$ cat src/rtl/ctl_pkg.sv
// Shared types and default character constants for the UART command queue.
// The opcode is a single bit so each queue entry costs one flop.
package ctl_pkg;

    typedef enum logic {
        OP_INCR = 1'b0,
        OP_DECR = 1'b1
    } op_t;

    localparam logic [7:0] DEF_INCR_CHAR = 8'h31;  // '1'
    localparam logic [7:0] DEF_DECR_CHAR = 8'h32;  // '2'
    localparam logic [7:0] DEF_CLR_CHAR  = 8'h63;  // 'c'
    localparam logic [7:0] DEF_HERE_CHAR = 8'h68;  // 'h'
    localparam logic [7:0] DEF_NAK_CHAR  = 8'h21;  // '!'

endpackage

$ cat src/rtl/ctl_cmd_queue_if.sv
// Bundle of the UART byte paths and the control-consumer handshake.
// The slave modport is the queue block; the master modport is its environment.
interface ctl_cmd_queue_if #(
    parameter int DATA_W = 8,
    parameter int DEPTH  = 4
);
    logic [DATA_W-1:0]          rx_data;
    logic                       rx_valid;
    logic                       rx_ready;
    logic [DATA_W-1:0]          tx_data;
    logic                       tx_valid;
    logic                       tx_ready;
    logic                       ctl_valid;
    logic                       ctl_ready;
    logic                       ctl_incr;
    logic                       ctl_decr;
    logic [$clog2(DEPTH+1)-1:0] q_level;

    modport slave (
        input  rx_data, rx_valid, tx_ready, ctl_ready,
        output rx_ready, tx_data, tx_valid, ctl_valid, ctl_incr, ctl_decr, q_level
    );

    modport master (
        output rx_data, rx_valid, tx_ready, ctl_ready,
        input  rx_ready, tx_data, tx_valid, ctl_valid, ctl_incr, ctl_decr, q_level
    );
endinterface

$ cat src/rtl/ctl_cmd_fifo.sv
// DEPTH x 1-bit opcode FIFO with push/pop/flush and an occupancy count.
// Flush dominates any same-cycle push or pop.
module ctl_cmd_fifo
    import ctl_pkg::*;
#(
    parameter int DEPTH = 4
) (
    input  logic                       clk,
    input  logic                       rst_n,
    input  logic                       push,
    input  op_t                        push_op,
    input  logic                       pop,
    input  logic                       flush,
    output op_t                        head_op,
    output logic [$clog2(DEPTH+1)-1:0] level
);
    localparam int PTR_W = $clog2(DEPTH);
    localparam int LVL_W = $clog2(DEPTH+1);

    op_t              mem [DEPTH];
    logic [PTR_W-1:0] wr_ptr;
    logic [PTR_W-1:0] rd_ptr;
    logic             do_push;
    logic             do_pop;

    // Guard against overflow/underflow even if the caller misbehaves.
    assign do_push = push && (level != LVL_W'(DEPTH));
    assign do_pop  = pop && (level != '0);
    assign head_op = mem[rd_ptr];

    // NOTE: sequential state is updated with non-blocking assignments so every
    // register samples the pre-edge values regardless of statement order.
    always_ff @(posedge clk or negedge rst_n) begin
        if (!rst_n) begin
            wr_ptr <= '0;
            rd_ptr <= '0;
            level  <= '0;
        end else if (flush) begin
            wr_ptr <= '0;
            rd_ptr <= '0;
            level  <= '0;
        end else begin
            if (do_push) wr_ptr <= wr_ptr + PTR_W'(1);
            if (do_pop)  rd_ptr <= rd_ptr + PTR_W'(1);
            case ({do_push, do_pop})
                2'b10:   level <= level + LVL_W'(1);
                2'b01:   level <= level - LVL_W'(1);
                default: level <= level;
            endcase
        end
    end

    // NOTE: storage has no reset; entries are only read once level says they
    // were written, so resetting them would just add reset fan-out.
    always_ff @(posedge clk) begin
        if (do_push && !flush) mem[wr_ptr] <= push_op;
    end
endmodule

$ cat src/rtl/ctl_cmd_queue.sv
// Decodes received UART bytes into queued incr/decr commands and produces
// one reply byte per accepted byte (echo, NAK, clear ack or 'here').
module ctl_cmd_queue
    import ctl_pkg::*;
#(
    parameter int                DATA_W    = 8,
    parameter int                DEPTH     = 4,
    parameter logic [DATA_W-1:0] INCR_CHAR = DATA_W'(DEF_INCR_CHAR),
    parameter logic [DATA_W-1:0] DECR_CHAR = DATA_W'(DEF_DECR_CHAR),
    parameter logic [DATA_W-1:0] CLR_CHAR  = DATA_W'(DEF_CLR_CHAR),
    parameter logic [DATA_W-1:0] HERE_CHAR = DATA_W'(DEF_HERE_CHAR),
    parameter logic [DATA_W-1:0] NAK_CHAR  = DATA_W'(DEF_NAK_CHAR)
) (
    input  logic            clk,
    input  logic            rst_n,
    ctl_cmd_queue_if.slave  bus
);
    localparam int LVL_W = $clog2(DEPTH+1);

    logic              accept;
    logic              is_cmd;
    logic              is_clr;
    logic              full;
    logic              push;
    logic              pop;
    op_t               rx_op;
    op_t               head_op;
    logic [LVL_W-1:0]  level;
    logic [DATA_W-1:0] reply;
    logic [DATA_W-1:0] tx_data_q;
    logic              tx_valid_q;

    // A single reply slot: no new byte is taken while a reply is outstanding.
    assign accept = bus.rx_valid && !tx_valid_q;
    assign is_cmd = (bus.rx_data == INCR_CHAR) || (bus.rx_data == DECR_CHAR);
    assign is_clr = (bus.rx_data == CLR_CHAR);
    assign full   = (level == LVL_W'(DEPTH));
    assign rx_op  = (bus.rx_data == DECR_CHAR) ? OP_DECR : OP_INCR;
    assign push   = accept && is_cmd && !full;
    assign pop    = bus.ctl_valid && bus.ctl_ready;

    // NOTE: reply gets a default before the branches so no latch is inferred.
    always_comb begin
        reply = HERE_CHAR;
        if (is_cmd) begin
            reply = full ? NAK_CHAR : bus.rx_data;
        end else if (is_clr) begin
            reply = CLR_CHAR;
        end
    end

    always_ff @(posedge clk or negedge rst_n) begin
        if (!rst_n) begin
            tx_valid_q <= 1'b0;
            tx_data_q  <= '0;
        end else if (accept) begin
            tx_valid_q <= 1'b1;
            tx_data_q  <= reply;
        end else if (tx_valid_q && bus.tx_ready) begin
            tx_valid_q <= 1'b0;
        end
    end

    ctl_cmd_fifo #(
        .DEPTH (DEPTH)
    ) u_fifo (
        .clk     (clk),
        .rst_n   (rst_n),
        .push    (push),
        .push_op (rx_op),
        .pop     (pop),
        .flush   (accept && is_clr),
        .head_op (head_op),
        .level   (level)
    );

    assign bus.rx_ready  = !tx_valid_q;
    assign bus.tx_valid  = tx_valid_q;
    assign bus.tx_data   = tx_data_q;
    assign bus.q_level   = level;
    assign bus.ctl_valid = (level != '0);
    assign bus.ctl_incr  = bus.ctl_valid && (head_op == OP_INCR);
    assign bus.ctl_decr  = bus.ctl_valid && (head_op == OP_DECR);
endmodule

$ cat src/flat_wrapper.sv
// flat-port wrapper written by rule: the top's interface ports become plain ports
module ctl_cmd_queue_flat import ctl_pkg::*;
#(
    parameter int                DATA_W    = 8,
    parameter int                DEPTH     = 4,
    parameter logic [DATA_W-1:0] INCR_CHAR = DATA_W'(DEF_INCR_CHAR),
    parameter logic [DATA_W-1:0] DECR_CHAR = DATA_W'(DEF_DECR_CHAR),
    parameter logic [DATA_W-1:0] CLR_CHAR  = DATA_W'(DEF_CLR_CHAR),
    parameter logic [DATA_W-1:0] HERE_CHAR = DATA_W'(DEF_HERE_CHAR),
    parameter logic [DATA_W-1:0] NAK_CHAR  = DATA_W'(DEF_NAK_CHAR)
)
  (clk, rst_n, bus_rx_data, bus_rx_valid, bus_tx_ready, bus_ctl_ready, bus_rx_ready, bus_tx_data, bus_tx_valid, bus_ctl_valid, bus_ctl_incr, bus_ctl_decr, bus_q_level);
  ctl_cmd_queue_if #(.DATA_W(DATA_W), .DEPTH(DEPTH)) bus_i ();
  input  logic clk;
  input  logic rst_n;
  input wire logic [$bits(bus_i.rx_data)-1:0] bus_rx_data;
  input wire logic [$bits(bus_i.rx_valid)-1:0] bus_rx_valid;
  input wire logic [$bits(bus_i.tx_ready)-1:0] bus_tx_ready;
  input wire logic [$bits(bus_i.ctl_ready)-1:0] bus_ctl_ready;
  output wire logic [$bits(bus_i.rx_ready)-1:0] bus_rx_ready;
  output wire logic [$bits(bus_i.tx_data)-1:0] bus_tx_data;
  output wire logic [$bits(bus_i.tx_valid)-1:0] bus_tx_valid;
  output wire logic [$bits(bus_i.ctl_valid)-1:0] bus_ctl_valid;
  output wire logic [$bits(bus_i.ctl_incr)-1:0] bus_ctl_incr;
  output wire logic [$bits(bus_i.ctl_decr)-1:0] bus_ctl_decr;
  output wire logic [$bits(bus_i.q_level)-1:0] bus_q_level;
  assign bus_i.rx_data = bus_rx_data;
  assign bus_i.rx_valid = bus_rx_valid;
  assign bus_i.tx_ready = bus_tx_ready;
  assign bus_i.ctl_ready = bus_ctl_ready;
  assign bus_rx_ready = bus_i.rx_ready;
  assign bus_tx_data = bus_i.tx_data;
  assign bus_tx_valid = bus_i.tx_valid;
  assign bus_ctl_valid = bus_i.ctl_valid;
  assign bus_ctl_incr = bus_i.ctl_incr;
  assign bus_ctl_decr = bus_i.ctl_decr;
  assign bus_q_level = bus_i.q_level;
  ctl_cmd_queue #(.DATA_W(DATA_W), .DEPTH(DEPTH), .INCR_CHAR(INCR_CHAR), .DECR_CHAR(DECR_CHAR), .CLR_CHAR(CLR_CHAR), .HERE_CHAR(HERE_CHAR), .NAK_CHAR(NAK_CHAR)) u_core (.clk(clk), .rst_n(rst_n), .bus(bus_i));
endmodule
$ cat config.mk
export PLATFORM = sky130hd
export DESIGN_NAME = ctl_cmd_queue_flat
export DESIGN_NICKNAME = d
export VERILOG_FILES = /design/src/rtl/ctl_pkg.sv /design/src/rtl/ctl_cmd_queue_if.sv /design/src/rtl/ctl_cmd_fifo.sv /design/src/rtl/ctl_cmd_queue.sv /design/src/flat_wrapper.sv
export SDC_FILE = /design/constraint.sdc
export NUM_CORES = 1
export LEC_CHECK = 0
export BUFFER_PORTS_ARGS = -buffer_cell sky130_fd_sc_hd__buf_2
export CAP_MARGIN = 40
export CORE_AREA = 2 2 52 54
export CTS_CLUSTER_DIAMETER = 60
export DETAILED_ROUTE_END_ITERATION = 12
export DIE_AREA = 0 0 54 56
export GPL_ROUTABILITY_DRIVEN = 0
export PLACE_DENSITY = 0.8
export SYNTH_ARGS = -nofsm -noshare
export SYNTH_HDL_FRONTEND = slang
export SYNTH_SLANG_ARGS = --single-unit
$ cat constraint.sdc
create_clock -name clk -period 2 [get_ports clk]
set_input_delay 0.1 -clock clk [delete_from_list [all_inputs] [get_ports clk]]
set_output_delay 0.1 -clock clk [all_outputs]
set_load 0.02 [all_outputs]
# Word level (Yosys, flattened, before mapping)
# Memories as Yosys holds them, arrays and structs flattened.
# Cells that the tools add are included.
[classes] eq_ne=7 addsub=4 n_reduce_logical=20 bitwise=1 n_mux=14
[ops] cell="== test 8 x 6 -> 1 bit (second input constant)" count=2
[ops] cell="2-to-1 mux 8 bit" count=2
[ops] cell="logical AND 1 bit" count=11
[ops] cell="== test 8 x 7 -> 1 bit (second input constant)" count=1
[ops] cell="2-to-1 mux 2 bit" count=4
[ops] cell="one-hot mux 3 bit (2 select lines)" count=1
[ops] cell="nonzero test 2 bit" count=3
[ops] cell="nonzero test 3 bit" count=2
[ops] cell="2-to-1 mux 1 bit" count=5
[ops] cell="adder 2 x 1 -> 2 bit (second input constant)" count=2
[ops] cell="2-to-1 mux 4 bit" count=1
[ops] cell="adder 3 x 1 -> 3 bit (second input constant)" count=1
[ops] cell="== test 3 bit (second input constant)" count=1
[ops] cell="logical NOT 1 bit" count=3
[ops] cell="2-to-1 mux 3 bit" count=1
[ops] cell="inequality test 3 bit (second input constant)" count=1
[ops] cell="subtractor 3 x 1 -> 3 bit (second input constant)" count=1
[ops] cell="== test 2 x 1 -> 1 bit (second input constant)" count=1
[ops] cell="== test 2 bit (second input constant)" count=1
[ops] cell="logical OR 1 bit" count=1
[ops] cell="NOT 1 bit" count=1
[word_totals] wordCells=52 mem_count=1 inputBits=13 mem_bits_rw=4 register_bits=16
[mem_list] memory="u_core.u_fifo.mem" depth=4 width=1 rd=1 rd_ports_with_merged_regs=0 wr=1 line_no="ctl_cmd_fifo.sv:20" rtl="op_t mem [DEPTH];"

# Logic depth before layout (Yosys ltp)
# Gate-level depths: netlist (run 1).
[depth] ltp_word=8 mapped_depth=7 ltp_nobuf=7

# Hierarchy
# A second synthesis (run 1) with hierarchy kept.
[hier_totals] cells_unflattened=112 area_unflattened_um2=1202.4
[modules_own_cells] module="ctl_cmd_fifo" cells_each=69 seq_area_each_um2=295.3 n_inst=1 area_each_um2=744.5
[modules_own_cells] module="ctl_cmd_queue" cells_each=43 seq_area_each_um2=225.2 n_inst=1 area_each_um2=457.9

# Worst setup path after synthesis (run 1)
# No wires, ideal clock.
[synth_timing] path_kind="register -> register" start="register u_core.tx_valid_q (netlist: u_core.bus.tx_valid)" end="register u_core.u_fifo.level[2]" setup_slack_ns=-0.326 path_buffers=0 setup_ns=0.079 required_ns=1.921 path_stages_with_launch=8 t_arrival_ns=2.247 cell_sequence="dfrtp_1 or4bb_1 nor4_4 nor2_1 fa_1 and2_1 mux2i_1 mux2i_1"
[synth_via] elab_chain_len=8 elab_cells_between_ends=11 classes_between="2 x eq/ne; 2 x mux; 7 x reduce/logical"
[synth_lines] element="from (decl)" line_no="ctl_cmd_queue.sv:31" rtl="logic tx_valid_q;"
[synth_lines] element="from (signal assigned)" line_no="ctl_cmd_queue.sv:54" rtl="tx_valid_q <= 1'b0;"
[synth_lines] element="from (signal assigned)" line_no="ctl_cmd_queue.sv:57" rtl="tx_valid_q <= 1'b1;"
[synth_lines] element="from (signal assigned)" line_no="ctl_cmd_queue.sv:60" rtl="tx_valid_q <= 1'b0;"
[synth_lines] element="logical NOT 1 bit (*)" line_no="ctl_cmd_queue.sv:34" rtl="assign accept = bus.rx_valid && !tx_valid_q;"
[synth_lines] element="logical AND 1 bit (*)" line_no="ctl_cmd_queue.sv:34"
[synth_lines] element="logical AND 1 bit (2 in series)" line_no="ctl_cmd_queue.sv:39" rtl="assign push = accept && is_cmd && !full;"
[synth_lines] element="logical AND 1 bit" line_no="ctl_cmd_fifo.sv:27" rtl="assign do_push = push && (level != LVL_W'(DEPTH));"
[synth_lines] element="== test 2 x 1 -> 1 bit or == test 2 bit (tied branches)" line_no="ctl_cmd_fifo.sv:45" rtl="case ({do_push, do_pop})"
[synth_lines] element="one-hot mux 3 bit (2 select lines)" line_no="ctl_cmd_fifo.sv:45"
[synth_lines] element="2-to-1 mux 3 bit" line_no="ctl_cmd_fifo.sv:38" rtl="end else if (flush) begin"
[synth_lines] element="to (signal assigned)" line_no="ctl_cmd_fifo.sv:46" rtl="2'b10: level <= level + LVL_W'(1);"
[synth_lines] element="to (signal assigned)" line_no="ctl_cmd_fifo.sv:47" rtl="2'b01: level <= level - LVL_W'(1);"
[synth_lines] element="to (signal assigned)" line_no="ctl_cmd_fifo.sv:48" rtl="default: level <= level;"
[synth_lines] element="to (decl)" line_no="ctl_cmd_fifo.sv:15" rtl="output logic [$clog2(DEPTH+1)-1:0] level"
# Every way passes the cells marked *; elsewhere a longest branch is shown, timed or not.
# A chain may end at the register's enable or synchronous reset.

# Worst setup path in the final report (run 1)
# Same ends and word-level chain as after synthesis.

==> key figures, run 1 <==
Outcome
  – Status: finished, violations left
  – Violated checks: setup timing

Clock network
  – Total clock sinks: 20
  – Clock transition at path regs: ~100 ps
  – CTS max path bufs: 2
  – H-tree depth: 1
  – Root Driver: clkbuf_4
  – CTS Buf Count: 3
  – CTS tree: built
  – Clk_lat worst skew: roughly 290 ps

Floorplanning
  – Die Height: 56 um
  – Die area: 0.00302 mm^2
  – Initial Utilization: 0.433
  – Die span in x: 54 um
  – I/O pins: 29
  – Core Area: 0.00243 mm^2
  – Rows: 18

Placement
  – DP HPWL: 1.86 mm
  – DP Area: between 0.001 and 0.0015 mm^2
  – I/O Buffers: 28

Global route
  – Largest net degree at the start of global routing: 17
  – Grt met1 use: 0.222
  – Met3 Resource Use GR: 0.0242
  – Vias in the first global route: 856
  – Grt total ovfl: 0
  – Global-route wire length before repair: 3.91 mm
  – Initial antenna violation count: 0
  – GR Util met2: 0.294
  – Tot GR Track Use: 0.173
  – Grt peak-use layer: met2

Route
  – Initial drt markers: 17
  – Total routed wirelength: 2.29 mm
  – Final ANT Viol Nets: 0
  – DRT Pass-1 Iters: 4
  – Residual DRC: 0
  – Vias: 867
  – Detailed-route wire length per cell: between 10 and 15 um
  – Vias per cell: slightly above 5

Critical path
  – Setup Crit Path Kind: register to register
  – R2r setup slk: -110 ps
  – Crit Reg-Reg Startpoint: u_core.bus.tx_valid
  – CP Capture Type: register
  – Crit path max fanout: 2
  – Critical Path RT: 2220 ps
  – Critical path arrival: 2330 ps
  – Critical Path Start Type: register
  – Cell Chain, Critical Path: or4bb_4, nor4_4, nor2_1, fa_2, and2_4, mux2i_2, mux2i_1
  – CP max stage delay: 530 ps
  – CP max stage cell: or4bb_4
  – Launch point of the worst path: u_core.bus.tx_valid

Yosys
  – Top cell type's share of synthesized area: 0.380
  – Post-Syn Area: 0.00105 mm^2
  – Synthesized flop and latch total: 20
  – Largest cells by area after synthesis: dfrtp_1 (38%), edfxtp_1 (11%), ha_1 (4.8%), and2_1 (4.2%), nor2_1 (3.9%)
  – Yosys warns: 0
  – Synthesized instance count: 98
  – Sequential fraction of the synthesis area: 0.495
  – Post-synthesis net count: 116
  – Synth unique cells: 33
  – Mapped Avg Cell Area: 10.7 um^2
  – Post-synth top area cell: dfrtp_1

Power and ir drop
  – Max VDD drop: 0.575 mV
  – Leak: 0.000658 uW
  – Power per Cell Area: 1000 mW/mm^2

Timing
  – Slew HR: 0.675
  – Fin worst setup slack: -111 ps
  – Setup TNS: -111 ps
  – Worst-case clock skew: 3.04 ps
  – RSZ-0062 raised after global routing: true
  – Final period util: 1.06
  – Final Critical Period: 2110 ps
  – F_max: 474 MHz
  – Final setup fails: 1
  – Least-Margin Pin Slew: 481 ps
  – Pins Over Slew Limit: 0
  – Final Hold Viols: 0

Hold path
  – Hold Crit Class: input port to register
  – HP Start: bus_rx_valid

Layout
  – Layout cells sized above 1: 0.364
  – Post-layout instance area: ~0.0014 mm^2
  – Commonest non-fill, non-tap cells in the layout: buf_2 (28), dfrtp_1 (15), nor2_1 (11), nand2_1 (10), buf_4 (9)
  – # nets final: roughly 160
  – Most common cell after layout, fill and taps aside: buf_2
  – Layout area overhead: 28.7%
  – Filler cell count: 223
  – Number of diodes: 0

Flow run
  – Total of max-cap violations: 0
## state kept, by name, summed over array words and instances, names as in the netlist
| signal | cells |
|---|---|
| u_core.bus.tx_data | 8 |
| u_core.u_fifo.mem | 4 |
| u_core.u_fifo.level | 3 |
| u_core.u_fifo.rd_ptr | 2 |
| u_core.u_fifo.wr_ptr | 2 |
| u_core.bus.tx_valid | 1 |
## cells by family (layout without fill, tap and decap cells)
logic type,after synthesis,count (layout),share of synthesized area
AO/OA/AOI/OAI,10,10,0.0594
XOR/XNOR,4,4,0.0333
adder cells (fa/ha/maj),5,5,0.0666
buffers and inverters,6,48,0.0214
flip-flops,20,20,0.495
multiplexers,5,5,0.0595
AND/OR/NAND/NOR,48,48,0.265
## timing repair
action                                  in CTS  in global routing
endpoints found under the hold margin       17                  0
pin swaps                                    0                  0
setup buffers                                0                  1
endpoints found under the setup margin       1                  2
hold buffers                                 2                  0
gates resized for setup                      2                  2
## metrics by stage
stage	total power (uW)	instances	utilization	hold slack, ps	setup WS, ps
6_report	1360	170	0.557	126	-111
5_1_grt	1460	170	0.557	164	-210
4_1_cts	1350	169	0.551	127	-164
3_5_place_dp	1150	163	0.529	41.0	-165
3_3_place_gp	1110	163	0.529	28.3	-72.8
2_1_floorplan	941	98	-	-196	-306
## worst paths after layout
check,depth (start not counted),to
hold reg to reg,1,u_core.bus.tx_data[5]
min in group asynchronous,2,u_core.bus.tx_data[0]
setup reg to reg,7,u_core.u_fifo.level[2]
hold / removal,3,u_core.bus.tx_valid
max in group asynchronous,2,u_core.bus.tx_valid
setup / recovery,7,u_core.u_fifo.level[2]
## worst max-delay path: cells and delay by family (launching register included)
kind | cells | cell delay (ps)
adder cells (fa/ha/maj) | 1 | 350
flip-flops | 1 | 420
multiplexers | 2 | 360
AND/OR/NAND/NOR | 4 | 920
## layout make-up
| class | count | area, um^2 | area share |
|---|---|---|---|
| clock buffers | 3 | 22.5 | 0.0166 |
| well taps | 30 | 37.5 | 0.0277 |
| inverters | 5 | 18.8 | 0.0139 |
| clock inverters | 1 | 3.75 | 0.00277 |
| repair buffers | 39 | 228 | 0.168 |
| multi-input cells | 72 | 522 | 0.385 |
| flip-flops and latches | 20 | 522 | 0.385 |
## routing by layer
layer / vias to the layer above / routed length [um]
met1: 419 / 980
met5: - / 0
li1: 420 / -
met4: 0 / 9
met3: 2 / 109
met2: 26 / 1190
## cells in the mapped netlist
| library cell | n |
|---|---|
| and3b_1 | 1 |
| a21o_2 | 1 |
| inv_1 | 5 |
| nor3_1 | 2 |
| o31ai_1 | 2 |
| nand2b_1 | 2 |
| edfxtp_1 | 4 |
| fa_1 | 1 |
| a21oi_1 | 3 |
| nor4_1 | 1 |
| nor4b_1 | 1 |
| ha_1 | 4 |
| a22o_1 | 1 |
| or2_2 | 1 |
| mux4_2 | 1 |
| nor2b_1 | 3 |
| or4bb_1 | 1 |
| o21ai_0 | 3 |
| mux2i_1 | 4 |
| nor2_1 | 11 |
| nor4_4 | 1 |
| or2b_2 | 1 |
| clkbuf_1 | 1 |
| nand4_1 | 1 |
| nand3_1 | 2 |
| nand2_1 | 10 |
| or4b_4 | 1 |
| xor2_1 | 2 |
| and3_1 | 1 |
| and2_1 | 7 |
| dfrtp_1 | 16 |
| nor3b_1 | 1 |
| xnor2_1 | 2 |
## power breakdown
| part | switching [uW] | leakage [uW] | internal (uW) |
|---|---|---|---|
| Sequential | 95.6 | 0.000227 | 493 |
| Clock | 116 | 0.0000154 | 72.6 |
| Combinational | 322 | 0.000415 | 258 |
| Total | 534 | 0.000658 | 823 |
Power figures use the tool's default switching activity.
==> run 2, diff against run 1 <==
--- a/config.mk
+++ b/config.mk
@@ -7,12 +7,14 @@
 export LEC_CHECK = 0
 export BUFFER_PORTS_ARGS = -buffer_cell sky130_fd_sc_hd__buf_2
 export CAP_MARGIN = 40
-export CORE_AREA = 2 2 52 54
+export CORE_AREA = 2 2 54 56
 export CTS_CLUSTER_DIAMETER = 60
 export DETAILED_ROUTE_END_ITERATION = 12
-export DIE_AREA = 0 0 54 56
+export DIE_AREA = 0 0 56 58
 export GPL_ROUTABILITY_DRIVEN = 0
-export PLACE_DENSITY = 0.8
+export PLACE_DENSITY = 0.82
+export SETUP_SLACK_MARGIN = 0.02
 export SYNTH_ARGS = -nofsm -noshare
 export SYNTH_HDL_FRONTEND = slang
+export SYNTH_HIERARCHICAL = 1
 export SYNTH_SLANG_ARGS = --single-unit
==> run 2 against run 1 <==
Against the previous run: the flow still finishes with violations (setup timing); clock-buffer cell count is 1 higher; maximum frequency is 4.2% higher; die area rose by 7.4%; clock power rose by 26%; routed wire length up 18%; sequential share of layout area down 5.8 points; register-to-register slack better by 80 ps; first-iteration DRC count up 18%; via count grew 18%; sequential cell count is the same; cell count grew 8.2%; critical endpoint is now u_core/u_fifo/level[1]; largest cell class is now multi-input gates.
==> key figures, run 2 <==
Floorplanning
  – Die Height: 58 um (+3.6%)
  – I/O pins: 29 (unchanged)
  – Core Area: 0.00266 mm^2 (+9.5%)
  – Rows: 19 (+1)
  – Initial Utilization: 0.452 (+0.0190)
  – Die area: 0.00325 mm^2 (+7.4%)
  – Die span in x: 56 um (+3.7%)

Timing
  – RSZ-0062 raised after global routing: true
  – Hold WS: 122 ps (-4.35 ps)
  – Slew HR: 0.749 (+0.0746)
  – Final Hold Viols: 0 (unchanged)
  – Final setup fails: 1 (unchanged)
  – Final Critical Period: 2030 ps (-84.5 ps)
  – F_max: 493 MHz (+4.2%)
  – Setup TNS: -26.5 ps (+84.5 ps)
  – Fin worst setup slack: -26.5 ps (+84.5 ps)
  – Pins Over Slew Limit: 0 (unchanged)
  – Least-Margin Pin Slew: 376 ps (-105 ps)
  – Worst-case clock skew: 0.639 ps (-2.40 ps)
  – Final period util: 1.01 (-0.0422)

Yosys
  – Synthesized flop and latch total: 20 (unchanged)
  – Number of synthesized flops with an enable pin: 4 (unchanged)
  – Top cell type's share of synthesized area: 0.333 (-0.0475)
  – Cell with the most instances after synthesis: dfrtp_1
  – Post-synth top area cell: dfrtp_1
  – Post-synthesis async set-or-reset flop share: 0.800 (unchanged)
  – Largest cells by area after synthesis: dfrtp_1 (33%), edfxtp_1 (10%), ha_1 (4.2%), and2_1 (3.6%), a21oi_1 (2.5%)
  – Mapped Avg Cell Area: 10.7 um^2 (about the same)
  – Top FF cell, synth: dfrtp_1
  – Top cells by count, synth: dfrtp_1 (16), nor2_1 (8), and2_1 (7)
  – Synthesized instance count: 112 (+14%)
  – Synth unique cells: 45 (+36%)
  – Post-Syn Area: 0.00120 mm^2 (+14%)
  – Post-synthesis net count: 130 (+12%)
  – Sequential fraction of the synthesis area: 0.433 (-0.0618)
  – Yosys warns: 6 (+6)

Route
  – Final ANT Viol Nets: 0 (unchanged)
  – DRT Pass-1 Iters: 4 (unchanged)
  – Initial drt markers: 20 (+3)
  – Vias: 1023 (+18%)
  – Residual DRC: 0 (unchanged)
  – Total routed wirelength: 2.69 mm (+18%)
  – Detailed-route wire length per cell: 14.6 um (+8.7%)
  – Vias per cell: 5.56 (+9.0%)

Critical path
  – Crit path max fanout: 10 (+8)
  – FF-to-FF End: u_core/u_fifo/level[1]
  – Crit Reg-Reg Startpoint: u_core/u_fifo/level[0]
  – Critical path arrival: 2210 ps (-120 ps)
  – Setup Crit Path Kind: register to register
  – Worst R2R Path Depth: 6 (-1)
  – CP max stage delay: 490 ps (-40 ps)
  – CP Capture Type: register
  – Critical Path Start Type: register
  – CP max stage cell: dfrtp_2
  – R2r setup slk: -30 ps (+80 ps)
  – Launch point of the worst path: u_core/u_fifo/level[0]
  – Crit path to: u_core/u_fifo/level[1]
  – Cell Chain, Critical Path: buf_4, or2_2, a21oi_2, fa_1, a31oi_2, a2111oi_4
  – Critical Path RT: 2180 ps (-40 ps)

Power and ir drop
  – Logic pwr share: 0.161 (-0.266)
  – Pwr Total: 820 uW (-40%)
  – Internal Power: 598 uW (-27%)
  – Leak: 0.000694 uW (+5.6%)
  – Switch share: 0.271 (-0.122)
  – Sequential share of power: 0.548 (+0.114)
  – NetSw: 222 uW (-58%)
  – Max VDD drop: 0.421 mV (-27%)
  – Clk pwr share: 0.291 (+0.152)
  – Power per Cell Area: 513 mW/mm^2 (-49%)

Layout
  – Commonest non-fill, non-tap cells in the layout: buf_2 (28), dfrtp_1 (13), buf_4 (12), nor2_1 (7), and2_1 (7)
  – Filler cell count: 240 (+7.6%)
  – Number of diodes: 0 (unchanged)
  – Post-layout instance area: 0.00160 mm^2 (+18%)
  – Layout cells sized above 1: 0.458 (+0.0932)
  – Most common cell after layout, fill and taps aside: buf_2
  – Layout area overhead: 33.1%
  – # nets final: 172 (+8.2%)
  – Max reg flops: 8 (unchanged)

Global route
  – Largest net degree at the start of global routing: 17 (unchanged)
  – Tot GR Track Use: 0.181 (+0.00772)
  – Vias in the first global route: 1047 (+22%)
  – Global-route wire length before repair: 4.65 mm (+19%)
  – Grt total ovfl: 0 (unchanged)
  – Initial antenna violation count: 0 (unchanged)

Clock network
  – Total clock sinks: 20 (unchanged)
  – CTS Buf Count: 3 (unchanged)
  – CTS tree: built
  – H-tree depth: 1 (unchanged)
  – Clock transition at path regs: 110 ps (about the same)
  – Clk_lat worst skew: 300 ps (about the same)
  – CTS max path bufs: 2 (unchanged)
  – Root Driver: clkbuf_4

Outcome
  – Status: finished, violations left
  – Violated checks: setup timing

Placement
  – Placement Setup Slack: -132 ps (+33.0 ps)
  – I/O Buffers: 28 (unchanged)
  – DP Area: 0.00145 mm^2 (+12%)
  – DP HPWL: 1.95 mm (+5.0%)

Hold path
  – Hold Crit Class: input port to register

Flow run
  – Total of max-cap violations: 0 (unchanged)
run 2: changes by cell type after synthesis, sizes merged, moves of 2 or more:
cell    delta
nand2      -9
buf        +5
mux2i      -4
a21oi      +3
nor2       -3
nor3b      +3
o22ai      +3
nand2b     +2
nand3b     +2
nand4b     +2
nor4       -2
o21ai      +2
run 2: layout make-up:
type | count | area [um^2] | share of cell area
Tap cell | 31 | 38.8 | 0.0242
Sequential cell | 20 | 524 | 0.328
Timing Repair Buffer | 44 | 282 | 0.176
Clock buffer | 4 | 36.3 | 0.0227
Multi-Input combinational cell | 79 | 697 | 0.435
Inverter | 6 | 22.5 | 0.0141
run 2: layer usage:
layer / vias up / global-route usage / share of wire
li1: 483 / - / -
met1: 491 / 0.201 / 0.41
met2: 40 / 0.334 / 0.52
met3: 9 / 0.0313 / 0.050
met4: 0 / 0.0918 / 0.020
met5: - / 0 / 0
run 2: cells by family after synthesis:
logic type      after synthesis  synth area share
fa+ha+maj                     5            0.0583
flops                        20             0.433
xor+xnor                      4            0.0291
mux                           2            0.0281
simple gates                 43             0.236
compound gates               25             0.157
buf+inv                      13            0.0583
run 2: power by group through the flow:
stage | Combinational [uW] | Clock, uW | Sequential, uW
after floorplan | 49.3 | 0 | 475
after global placement | 119 | 0 | 454
after detailed placement | 126 | 0 | 457
after CTS | 133 | 242 | 449
after global routing | 145 | 258 | 451
final | 132 | 239 | 449
run 2: worst min path at each step:
| stage | startpoint | end | slack [ps] | depth (start not counted) |
|---|---|---|---|---|
| floorplan | rst_n | u_core/bus.tx_data[0] | -200 | 0 |
| global placement | rst_n | u_core/bus.tx_data[0] | 30 | 1 |
| detailed placement | rst_n | u_core/bus.tx_data[1] | 40 | 1 |
| CTS | bus_rx_data[1] | u_core/bus.tx_data[1] | 120 | 3 |
| global route | bus_rx_data[1] | u_core/bus.tx_data[1] | 140 | 3 |
| finish | bus_rx_data[1] | u_core/bus.tx_data[1] | 120 | 3 |
run 2: critical path: cells and delay by family (launching register included):
| family | cells | cell delay [ps] |
|---|---|---|
| buffers and inverters | 1 | 200 |
| AND/OR/NAND/NOR | 1 | 330 |
| flip-flops | 1 | 490 |
| AO/OA/AOI/OAI | 3 | 420 |
| adder cells (fa/ha/maj) | 1 | 460 |
run 2: what timing repair did:
item,CTS,global route
hold endpoints to repair,17,0
setup buffers,1,2
pin swaps,4,4
gates resized for setup,7,7
endpoints found under the setup margin,1,5
hold buffers,2,0
run 2: per-stage QoR:
step | cells | util
after detailed placement | 176 | 0.543
after global routing | 184 | 0.601
final | 184 | 0.601
after CTS | 182 | 0.575
after floorplan | 112 | -
after global placement | 176 | 0.543
==> run 3, diff against run 2 <==
--- a/config.mk
+++ b/config.mk
@@ -13,6 +13,7 @@
 export DIE_AREA = 0 0 56 58
 export GPL_ROUTABILITY_DRIVEN = 0
 export PLACE_DENSITY = 0.82
+export RECOVER_POWER = 100
 export SETUP_SLACK_MARGIN = 0.02
 export SYNTH_ARGS = -nofsm -noshare
 export SYNTH_HDL_FRONTEND = slang
==> run 3 against run 2 <==
Against the previous run: the run still ends with setup timing left; cell count stayed put; hold slack better by 6.1 ps; worst setup slack worse by 7.2 ps; clock power hardly changed; utilization is 1.8 points lower; cell area is 3.0% lower; sequential share of layout area is 1.0 points higher; die area stayed put.
==> key figures, run 3 (synthesized netlist as in run 2, its figures left out) <==
Outcome
  – Status: finished, violations left
  – Violated checks: setup timing

Layout
  – Number of diodes: 0 (unchanged)
  – Filler cell count: 249 (+3.8%)
  – # nets final: 172 (unchanged)
  – Max reg flops: 8 (unchanged)
  – Multi-input gate area: 674 um^2 (-3.2%)
  – Most common cell after layout, fill and taps aside: buf_2
  – FF+latch area: 524 um^2 (unchanged)
  – Commonest non-fill, non-tap cells in the layout: buf_2 (16), clkbuf_1 (15), dfrtp_1 (13), buf_4 (9)
  – Layout area overhead: 29.0%
  – Layout cells sized above 1: 0.346 (-0.111)

Timing
  – Final Hold Viols: 0 (unchanged)
  – RSZ-0062 raised after global routing: true
  – Least-Margin Pin Slew: 900 ps (+525 ps)
  – Final Critical Period: 2030 ps (+7.21 ps)
  – Slew HR: 0.400 (-0.350)
  – Pins Over Slew Limit: 0 (unchanged)
  – Fin worst setup slack: -33.8 ps (-7.21 ps)
  – Worst-case clock skew: 2.15 ps (+1.51 ps)
  – Final period util: 1.02 (+0.00360)
  – F_max: 492 MHz (-0.35%)
  – Final setup fails: 1 (unchanged)

Clock network
  – Root Driver: clkbuf_4
  – H-tree depth: 1 (unchanged)
  – CTS max path bufs: 2 (unchanged)
  – CTS Buf Count: 3 (unchanged)
  – Clk_lat worst skew: 310 ps (about the same)
  – Total clock sinks: 20 (unchanged)
  – CTS tree: built
  – Clock transition at path regs: 110 ps (about the same)

Route
  – Residual DRC: 0 (unchanged)
  – Initial drt markers: 28 (+40%)
  – DRT Pass-1 Iters: 4 (unchanged)
  – Vias: 1018 (-0.49%)
  – Vias per cell: 5.53 (-0.49%)
  – Detailed-route wire length per cell: 14.7 um (+0.15%)
  – Total routed wirelength: 2.70 mm (+0.15%)
  – Final ANT Viol Nets: 0 (unchanged)

Power and ir drop
  – Leak: 0.000635 uW (-8.5%)
  – Max VDD drop: 0.416 mV (-1.1%)
  – Pwr Total: 806 uW (-1.7%)
  – Power per Cell Area: 519 mW/mm^2 (+1.3%)

Floorplanning
  – I/O pins: 29 (unchanged)
  – Die span in x: 56 um (unchanged)
  – Rows: 19 (unchanged)
  – Initial Utilization: 0.452 (unchanged)
  – Die Height: 58 um (unchanged)
  – Core Area: 0.00266 mm^2 (unchanged)
  – Die area: 0.00325 mm^2 (unchanged)

Flow run
  – Total of max-cap violations: 0 (unchanged)

Global route
  – Largest net degree at the start of global routing: 17 (unchanged)
  – Tot GR Track Use: 0.181 (unchanged)
  – Grt total ovfl: 0 (unchanged)
  – Global-route wire length before repair: 4.65 mm (unchanged)
  – Vias in the first global route: 1047 (unchanged)
  – Initial antenna violation count: 0 (unchanged)

Critical path
  – CP Capture Type: register
  – Cell Chain, Critical Path: buf_4, or2_2, a21oi_2, fa_1, a31oi_2, a2111oi_4
  – Critical Path RT: 2180 ps (about the same)
  – Worst path bufs/invs: 1 (unchanged)
  – Launch point of the worst path: u_core/u_fifo/level[0]
  – Crit path max fanout: 10 (unchanged)
  – Critical Path Start Type: register
  – Critical path arrival: 2220 ps (about the same)
  – CP max stage delay: 490 ps (about the same)
  – Setup Crit Path Kind: register to register
  – Worst path top cell family by delay: flip-flops
  – Crit Reg-Reg Startpoint: u_core/u_fifo/level[0]
  – CP max stage cell: dfrtp_2

Hold path
  – HP Start: bus_rx_data[1]
  – Hold Crit Class: input port to register

Placement
  – Placement Setup Slack: -132 ps (unchanged)
  – DP HPWL: 1.95 mm (unchanged)
  – I/O Buffers: 28 (unchanged)
-- run 3: final timing paths --
kind | endpoint | cells after the start | slack [ps]
setup / recovery | u_core/u_fifo/level[1] | 6 | -30
hold / removal | u_core/bus.tx_data[1] | 3 | 130
setup reg to reg | u_core/u_fifo/level[1] | 6 | -30
hold reg to reg | u_core/bus.tx_data[5] | 1 | 480
max in group asynchronous | u_core/u_fifo/level[1] | 2 | 980
min in group asynchronous | u_core/bus.tx_data[4] | 2 | 420
-- run 3: layer usage --
layer / vias up / track usage / wire length (um)
met5: - / 0 / 0
met4: 0 / 0.0918 / 49
met3: 7 / 0.0313 / 132
met2: 42 / 0.334 / 1410
met1: 486 / 0.201 / 1110
li1: 483 / - / -
-- run 3: stage by stage --
step | utilization | hold slack [ps] | instances | area (um^2) | TNS, ps
3_5_place_dp | 0.543 | 41.2 | 176 | 1450 | -138
3_3_place_gp | 0.543 | 26.5 | 176 | 1450 | 0
6_report | 0.583 | 128 | 184 | 1550 | -33.8
4_1_cts | 0.575 | 116 | 182 | 1530 | 0
2_1_floorplan | - | -196 | 112 | 1230 | -220
5_1_grt | 0.583 | 139 | 184 | 1550 | -107
-- run 3: what timing repair did --
| action | CTS | global route |
|---|---|---|
| resized for setup | 7 | 7 |
| pin swaps | 4 | 4 |
| endpoints found under the setup margin | 1 | 5 |
| buffers inserted | 1 | 2 |
| cloned | 0 | 0 |
| hold endpoints to repair | 17 | 0 |
| hold buffers | 2 | 0 |
-- run 3: area by class of cell --
| type | count | area share |
|---|---|---|
| Clock buffer | 4 | 0.0234 |
| Inverter | 6 | 0.0145 |
| Multi-Input combinational cell | 79 | 0.435 |
| Sequential cell | 20 | 0.338 |
| Timing Repair Buffer | 44 | 0.165 |
| Tap cell | 31 | 0.0250 |
-- run 3: report_power, final --
part | internal (uW) | leakage, uW | switching [uW] | total, uW
logic | 41.4 | 0.000381 | 76.7 | 118
clock network | 111 | 0.0000210 | 127 | 238
registers | 433 | 0.000233 | 16.0 | 450
-- run 3: tightest hold or removal path, stage by stage --
cell and delay [ps]:
buf_2 130, nand4b_1 100, a21oi_1 80
